File: src/rtl/uart_rx_fifo_if.sv
// rtl/uart_rx_fifo_if.sv - character stream handshake between receiver, buffer and bus wrapper
interface uart_rx_fifo_if #(
  parameter int DATA_WIDTH = 8
) ();
  logic [DATA_WIDTH-1:0] tdata;
  logic                  tvalid;
  logic                  tready;

  modport master (output tdata, output tvalid, input tready);
  modport slave  (input tdata, input tvalid, output tready);
endinterface

File: src/rtl/uart_rx_fifo.sv
// rtl/uart_rx_fifo.sv - UART receive FIFO with occupancy, sticky overflow and 16550-style irq
module uart_rx_fifo #(
  parameter int          DATA_WIDTH     = 8,
  parameter int          DEPTH_LOG2     = 4,
  parameter int          IRQ_THRESH     = 8,
  parameter logic [31:0] TIMEOUT_CYCLES = 32'd4096
) (
  input  logic                clk,
  input  logic                rst_n,
  uart_rx_fifo_if.slave       s,
  uart_rx_fifo_if.master      m,
  input  logic                clear,
  output logic [DEPTH_LOG2:0] count,
  output logic                overflow,
  output logic                irq
);
  localparam int                  DEPTH      = 1 << DEPTH_LOG2;
  localparam logic [DEPTH_LOG2:0] FULL_CNT   = (DEPTH_LOG2 + 1)'(DEPTH);
  localparam logic [DEPTH_LOG2:0] THRESH_CNT = (DEPTH_LOG2 + 1)'(IRQ_THRESH);
  localparam logic [31:0]         IDLE_MAX   = TIMEOUT_CYCLES - 32'd1;

  logic [DATA_WIDTH-1:0] mem [DEPTH];
  logic [DEPTH_LOG2-1:0] wr_ptr;
  logic [DEPTH_LOG2-1:0] rd_ptr;
  logic [31:0]           idle_cnt;
  logic                  tmo_flag;

  logic                  full;
  logic                  empty;
  logic                  push;
  logic                  pop;
  logic [DEPTH_LOG2:0]   count_nxt;
  logic                  tmo_nxt;
  logic                  irq_nxt;

  assign full     = (count == FULL_CNT);
  assign empty    = (count == '0);
  assign pop      = !empty && m.tready;
  // A full FIFO still accepts a character when the head leaves in the same cycle.
  assign push     = s.tvalid && (!full || pop);
  assign s.tready = 1'b1;
  assign m.tvalid = !empty;
  assign m.tdata  = mem[rd_ptr];

  always_comb begin
    count_nxt = count;
    tmo_nxt   = tmo_flag;
    if (clear) begin
      count_nxt = '0;
      tmo_nxt   = 1'b0;
    end else begin
      if (push && !pop)
        count_nxt = count + 1'b1;
      else if (pop && !push)
        count_nxt = count - 1'b1;
      if (pop)
        tmo_nxt = 1'b0;
      else if (!empty && idle_cnt == IDLE_MAX)
        tmo_nxt = 1'b1;
    end
    // irq follows the post-update state so it lands one cycle after the cause.
    irq_nxt = (count_nxt >= THRESH_CNT) || tmo_nxt;
  end

  always_ff @(posedge clk) begin
    if (push && !clear)
      mem[wr_ptr] <= s.tdata;
  end

  always_ff @(posedge clk or negedge rst_n) begin
    if (!rst_n) begin
      wr_ptr   <= '0;
      rd_ptr   <= '0;
      count    <= '0;
      overflow <= 1'b0;
      tmo_flag <= 1'b0;
      idle_cnt <= '0;
      irq      <= 1'b0;
    end else begin
      count    <= count_nxt;
      tmo_flag <= tmo_nxt;
      irq      <= irq_nxt;
      if (clear) begin
        wr_ptr   <= '0;
        rd_ptr   <= '0;
        overflow <= 1'b0;
        idle_cnt <= '0;
      end else begin
        if (push)
          wr_ptr <= wr_ptr + 1'b1;
        if (pop)
          rd_ptr <= rd_ptr + 1'b1;
        if (s.tvalid && full && !pop)
          overflow <= 1'b1;
        if (push || pop || empty)
          idle_cnt <= '0;
        else if (idle_cnt != IDLE_MAX)
          idle_cnt <= idle_cnt + 32'd1;
      end
    end
  end
endmodule

File: src/flat_wrapper.sv
// flat-port wrapper written by rule: the top's interface ports become plain ports
module uart_rx_fifo_flat 
#(
  parameter int          DATA_WIDTH     = 8,
  parameter int          DEPTH_LOG2     = 4,
  parameter int          IRQ_THRESH     = 8,
  parameter logic [31:0] TIMEOUT_CYCLES = 32'd4096
)
  (clk, rst_n, clear, count, overflow, irq, s_tdata, s_tvalid, s_tready, m_tdata, m_tvalid, m_tready);
  uart_rx_fifo_if #(.DATA_WIDTH(DATA_WIDTH)) s_i ();
  uart_rx_fifo_if #(.DATA_WIDTH(DATA_WIDTH)) m_i ();
  input  logic clk;
  input  logic rst_n;
  input  logic clear;
  output logic [DEPTH_LOG2:0] count;
  output logic overflow;
  output logic irq;
  input wire logic [$bits(s_i.tdata)-1:0] s_tdata;
  input wire logic [$bits(s_i.tvalid)-1:0] s_tvalid;
  output wire logic [$bits(s_i.tready)-1:0] s_tready;
  output wire logic [$bits(m_i.tdata)-1:0] m_tdata;
  output wire logic [$bits(m_i.tvalid)-1:0] m_tvalid;
  input wire logic [$bits(m_i.tready)-1:0] m_tready;
  assign s_i.tdata = s_tdata;
  assign s_i.tvalid = s_tvalid;
  assign s_tready = s_i.tready;
  assign m_tdata = m_i.tdata;
  assign m_tvalid = m_i.tvalid;
  assign m_i.tready = m_tready;
  uart_rx_fifo #(.DATA_WIDTH(DATA_WIDTH), .DEPTH_LOG2(DEPTH_LOG2), .IRQ_THRESH(IRQ_THRESH), .TIMEOUT_CYCLES(TIMEOUT_CYCLES)) u_core (.clk(clk), .rst_n(rst_n), .s(s_i), .m(m_i), .clear(clear), .count(count), .overflow(overflow), .irq(irq));
endmodule
File: config.mk
export PLATFORM = sky130hd
export DESIGN_NAME = uart_rx_fifo_flat
export DESIGN_NICKNAME = d
export VERILOG_FILES = /design/src/rtl/uart_rx_fifo_if.sv /design/src/rtl/uart_rx_fifo.sv /design/src/flat_wrapper.sv
export SDC_FILE = /design/constraint.sdc
export NUM_CORES = 1
export LEC_CHECK = 0
export ABC_AREA = 1
export CAP_MARGIN = 20
export CORE_MARGIN = 2
export CORE_UTILIZATION = 49
export CTS_CLUSTER_DIAMETER = 100
export DETAILED_ROUTE_END_ITERATION = 8
export GPL_ROUTABILITY_DRIVEN = 0
export PLACE_DENSITY = 0.66
export SYNTH_ARGS = -nofsm -noshare
export SYNTH_HDL_FRONTEND = slang
export SYNTH_SLANG_ARGS = --single-unit
File: constraint.sdc
create_clock -name clk -period 2.75 [get_ports clk]
set_input_delay 0.4125 -clock clk [delete_from_list [all_inputs] [get_ports clk]]
set_output_delay 0.4125 -clock clk [all_outputs]
set_load 0.02 [all_outputs]
==> flow_summary.toml <==
[worst_setup_path]
r2r-start = "u_core.count[0]"
crit_start = "u_core.rd_ptr[0]"
r2r_end = "u_core.mem[4][5]"
r2r_slack_ps = 430
worstSetupEndpoint = "m_tdata[2]"
cp.arrival_ps = 2230
r2r_cells = 10
cp-start-kind = "flop"
end_kind = "output pin"
required_ps = 2340
crit_type = "reg2out"
worst-path-max-fanout = 33

[synth]
yosys_register_bits = 176
synthesis.area_um2 = 8280
synth.largest_area_cell = "edfxtp_1"
synth_edf_count = 128
synth.most_common_cell = "nor2_1"
ys_types = 38
synth.area.top_cells = "edfxtp_1 (46%), dfrtp_1 (15%), nor2_1 (7.2%), nand2_1 (7.2%), o21ai_0 (4.6%)"
synth_commonest_cells = "nor2_1 (159), nand2_1 (158), edfxtp_1 (128), o21ai_0 (76), inv_1 (71)"
synth_nets = 871
ys.flop_type = "edfxtp_1"
synthArstFlopShare = 0.273
yosysWarnings = 0
yosysSeqAreaShare = 0.610
synth_area_per_cell_um2 = 9.74
synthCells = 850
synth_top_area_share = 0.464

[sta]
fmax_mhz = 379
finClkSkew_ps = 10.6
period_minus_slack_ps = 2640
relSlewSlack = 0.522
post-route-period-util = 0.960
setup_tns_ps = 0
finalSetupViolCount = 0
worst_pin_slew_ps = 714
hold_viol = 0
rsz0062_at_grt = "no"
drv_slew = 0

[job]
drv_cap = 0

[placed_design]
placedCellCount = 1095
port-buffer-count = 28
dp_hpwl_mm = 13.0

[grt]
grt_pass1_vias = 5826
antenna_found_initial = 0
gr-total-overflow = 0
grt_max_degree = 46
grt_pass1_wl_mm = 32.3
grtUsageTotal = 0.238

[clock_tree]
cts-root-buf = "clkbuf_16"
clkSlewWorstSetupHoldPaths_ps = 70
max-clock-path-buffers = 2
cts_setup_buffers = 0
cts-buffers-inserted = 17
cts_tree = "yes"
cts_htree_levels = 4
cts_sinks = 176
insertion_delay_ps = 430

[drt]
wl_per_cell_um = 18.0
drc = 0
vias_per_cell = 5.53
drt-initial-drc-count = 574
vias = 6248
dr.pass1.iters = 5
drtAntennaViolNets = 0
totalWireLength_mm = 20.3

[die]
start_util = 0.501
io_pins = 30
chipWidth_um = 134
die-area_um2 = 17900
die_h_um = 134
num_rows = 47
core_um2 = 16500

[finish]
layout.cells.non_filler = 1130
utilization = 0.579
layout-drive-gt1-share = 0.0946
nets = 917
syn_to_final_growth_pct = 15.7
fillers = 1427

[outcome]
status = "finished, final reports clean"

[pwr]
leakage_uw = 0.00363
p_per_area_nw_per_um2 = 658
vdd_drop_max_mv = 0.488

[min_path]
min_path_type = "in2async"
-- registers in the layout (all words and copies together) (netlist names) --
register,flops
u_core.count,5
u_core.idle_cnt,32
u_core.irq,1
u_core.mem,128
u_core.overflow,1
u_core.rd_ptr,4
u_core.tmo_flag,1
u_core.wr_ptr,4
-- metal layers --
layer / vias to the layer above / global-route usage / routed length, um / part of all wire
li1: 3002 / - / - / -
met1: 2985 / 0.337 / 9040 / 0.44
met2: 239 / 0.366 / 9350 / 0.46
met3: 22 / 0.0612 / 1690 / 0.083
met4: 0 / 0.0686 / 256 / 0.013
met5: - / 0 / 0 / 0
-- repair_timing --
item,in CTS,in global routing
pin swaps,1,1
hold endpoints to repair,21,0
hold buffers,1,0
endpoints found under the setup margin,8,3
gates cloned,1,0
gates resized for setup,10,3
-- worst max-delay path: stages, from the launching register on --
cell           delay (ps)
dfrtp_2               470
buf_12                220
o21ai_0               140
o211ai_1              340
o211ai_1              180
nand2_1               110
dlygate4sd2_1         340
-- cells by family after synthesis --
family	share of synthesized area
AO/OA/AOI/OAI	0.0942
XOR/XNOR	0.00741
adder cells (fa/ha/maj)	0.0121
buffers and inverters	0.0529
flip-flops	0.610
other	0.000453
AND/OR/NAND/NOR	0.223
-- cell type report --
| class | count | area (um^2) | area share |
|---|---|---|---|
| antenna | 1 | 2.50 | 0.000261 |
| multi-input combinational | 568 | 2790 | 0.292 |
| sequential | 176 | 5050 | 0.527 |
| tap | 220 | 275 | 0.0288 |
| timing repair buffer | 58 | 578 | 0.0604 |
| inverter | 75 | 289 | 0.0302 |
| clock buffer | 19 | 433 | 0.0452 |
| clock inverter | 13 | 156 | 0.0163 |
-- layout by cell type, fill, tap and decap left out, types with 2 or more instances in the layout --
master,Yosys,routed
a21oi_1,8,8
buf_12,1,5
buf_4,1,23
bufinv_16,0,2
clkbuf_1,20,2
clkbuf_16,0,17
clkdlybuf4s50_1,0,19
clkinv_1,2,3
clkinv_4,0,3
dfrtp_1,48,47
dlygate4sd2_1,0,6
edfxtp_1,128,128
ha_1,8,8
inv_1,71,69
inv_2,1,2
inv_6,1,4
nand2_1,158,158
nand3_1,36,36
nand4_1,20,20
nor2_1,159,159
nor2_4,11,11
nor3_1,28,28
o211ai_1,22,22
o21ai_0,76,76
o221ai_1,10,10
o22ai_1,11,11
or2_2,3,3
xor2_1,6,6
-- worst min path at each step --
stage / slack [ps] / end / depth (start not counted) / from
after floorplan: 120 / u_core.count[0] / 0 / rst_n
after global placement: 420 / u_core.idle_cnt[20] / 1 / rst_n
after detailed placement: 440 / u_core.idle_cnt[25] / 1 / rst_n
after CTS: 520 / u_core.idle_cnt[20] / 2 / rst_n
after global routing: 560 / u_core.idle_cnt[20] / 2 / rst_n
final: 510 / u_core.idle_cnt[25] / 2 / rst_n
-- power by group --
| group | total, uW | internal, uW | switching (uW) |
|---|---|---|---|
| clock network | 2400 | 1360 | 1040 |
| registers | 2940 | 2890 | 43.9 |
| logic | 957 | 341 | 616 |
-- stage by stage --
stage / cell area [um^2] / worst slack (ps) / hold WS [ps] / total power [uW]
finish: 9570 / 109 / 506 / 6300
global route: 9570 / 11.6 / 555 / 6540
CTS: 9570 / 79.8 / 518 / 6340
detailed placement: 8950 / 185 / 439 / 3940
global placement: 8950 / 211 / 422 / 3930
floorplan: 8280 / 335 / 117 / 3570
(Power assumes the default switching activity.)
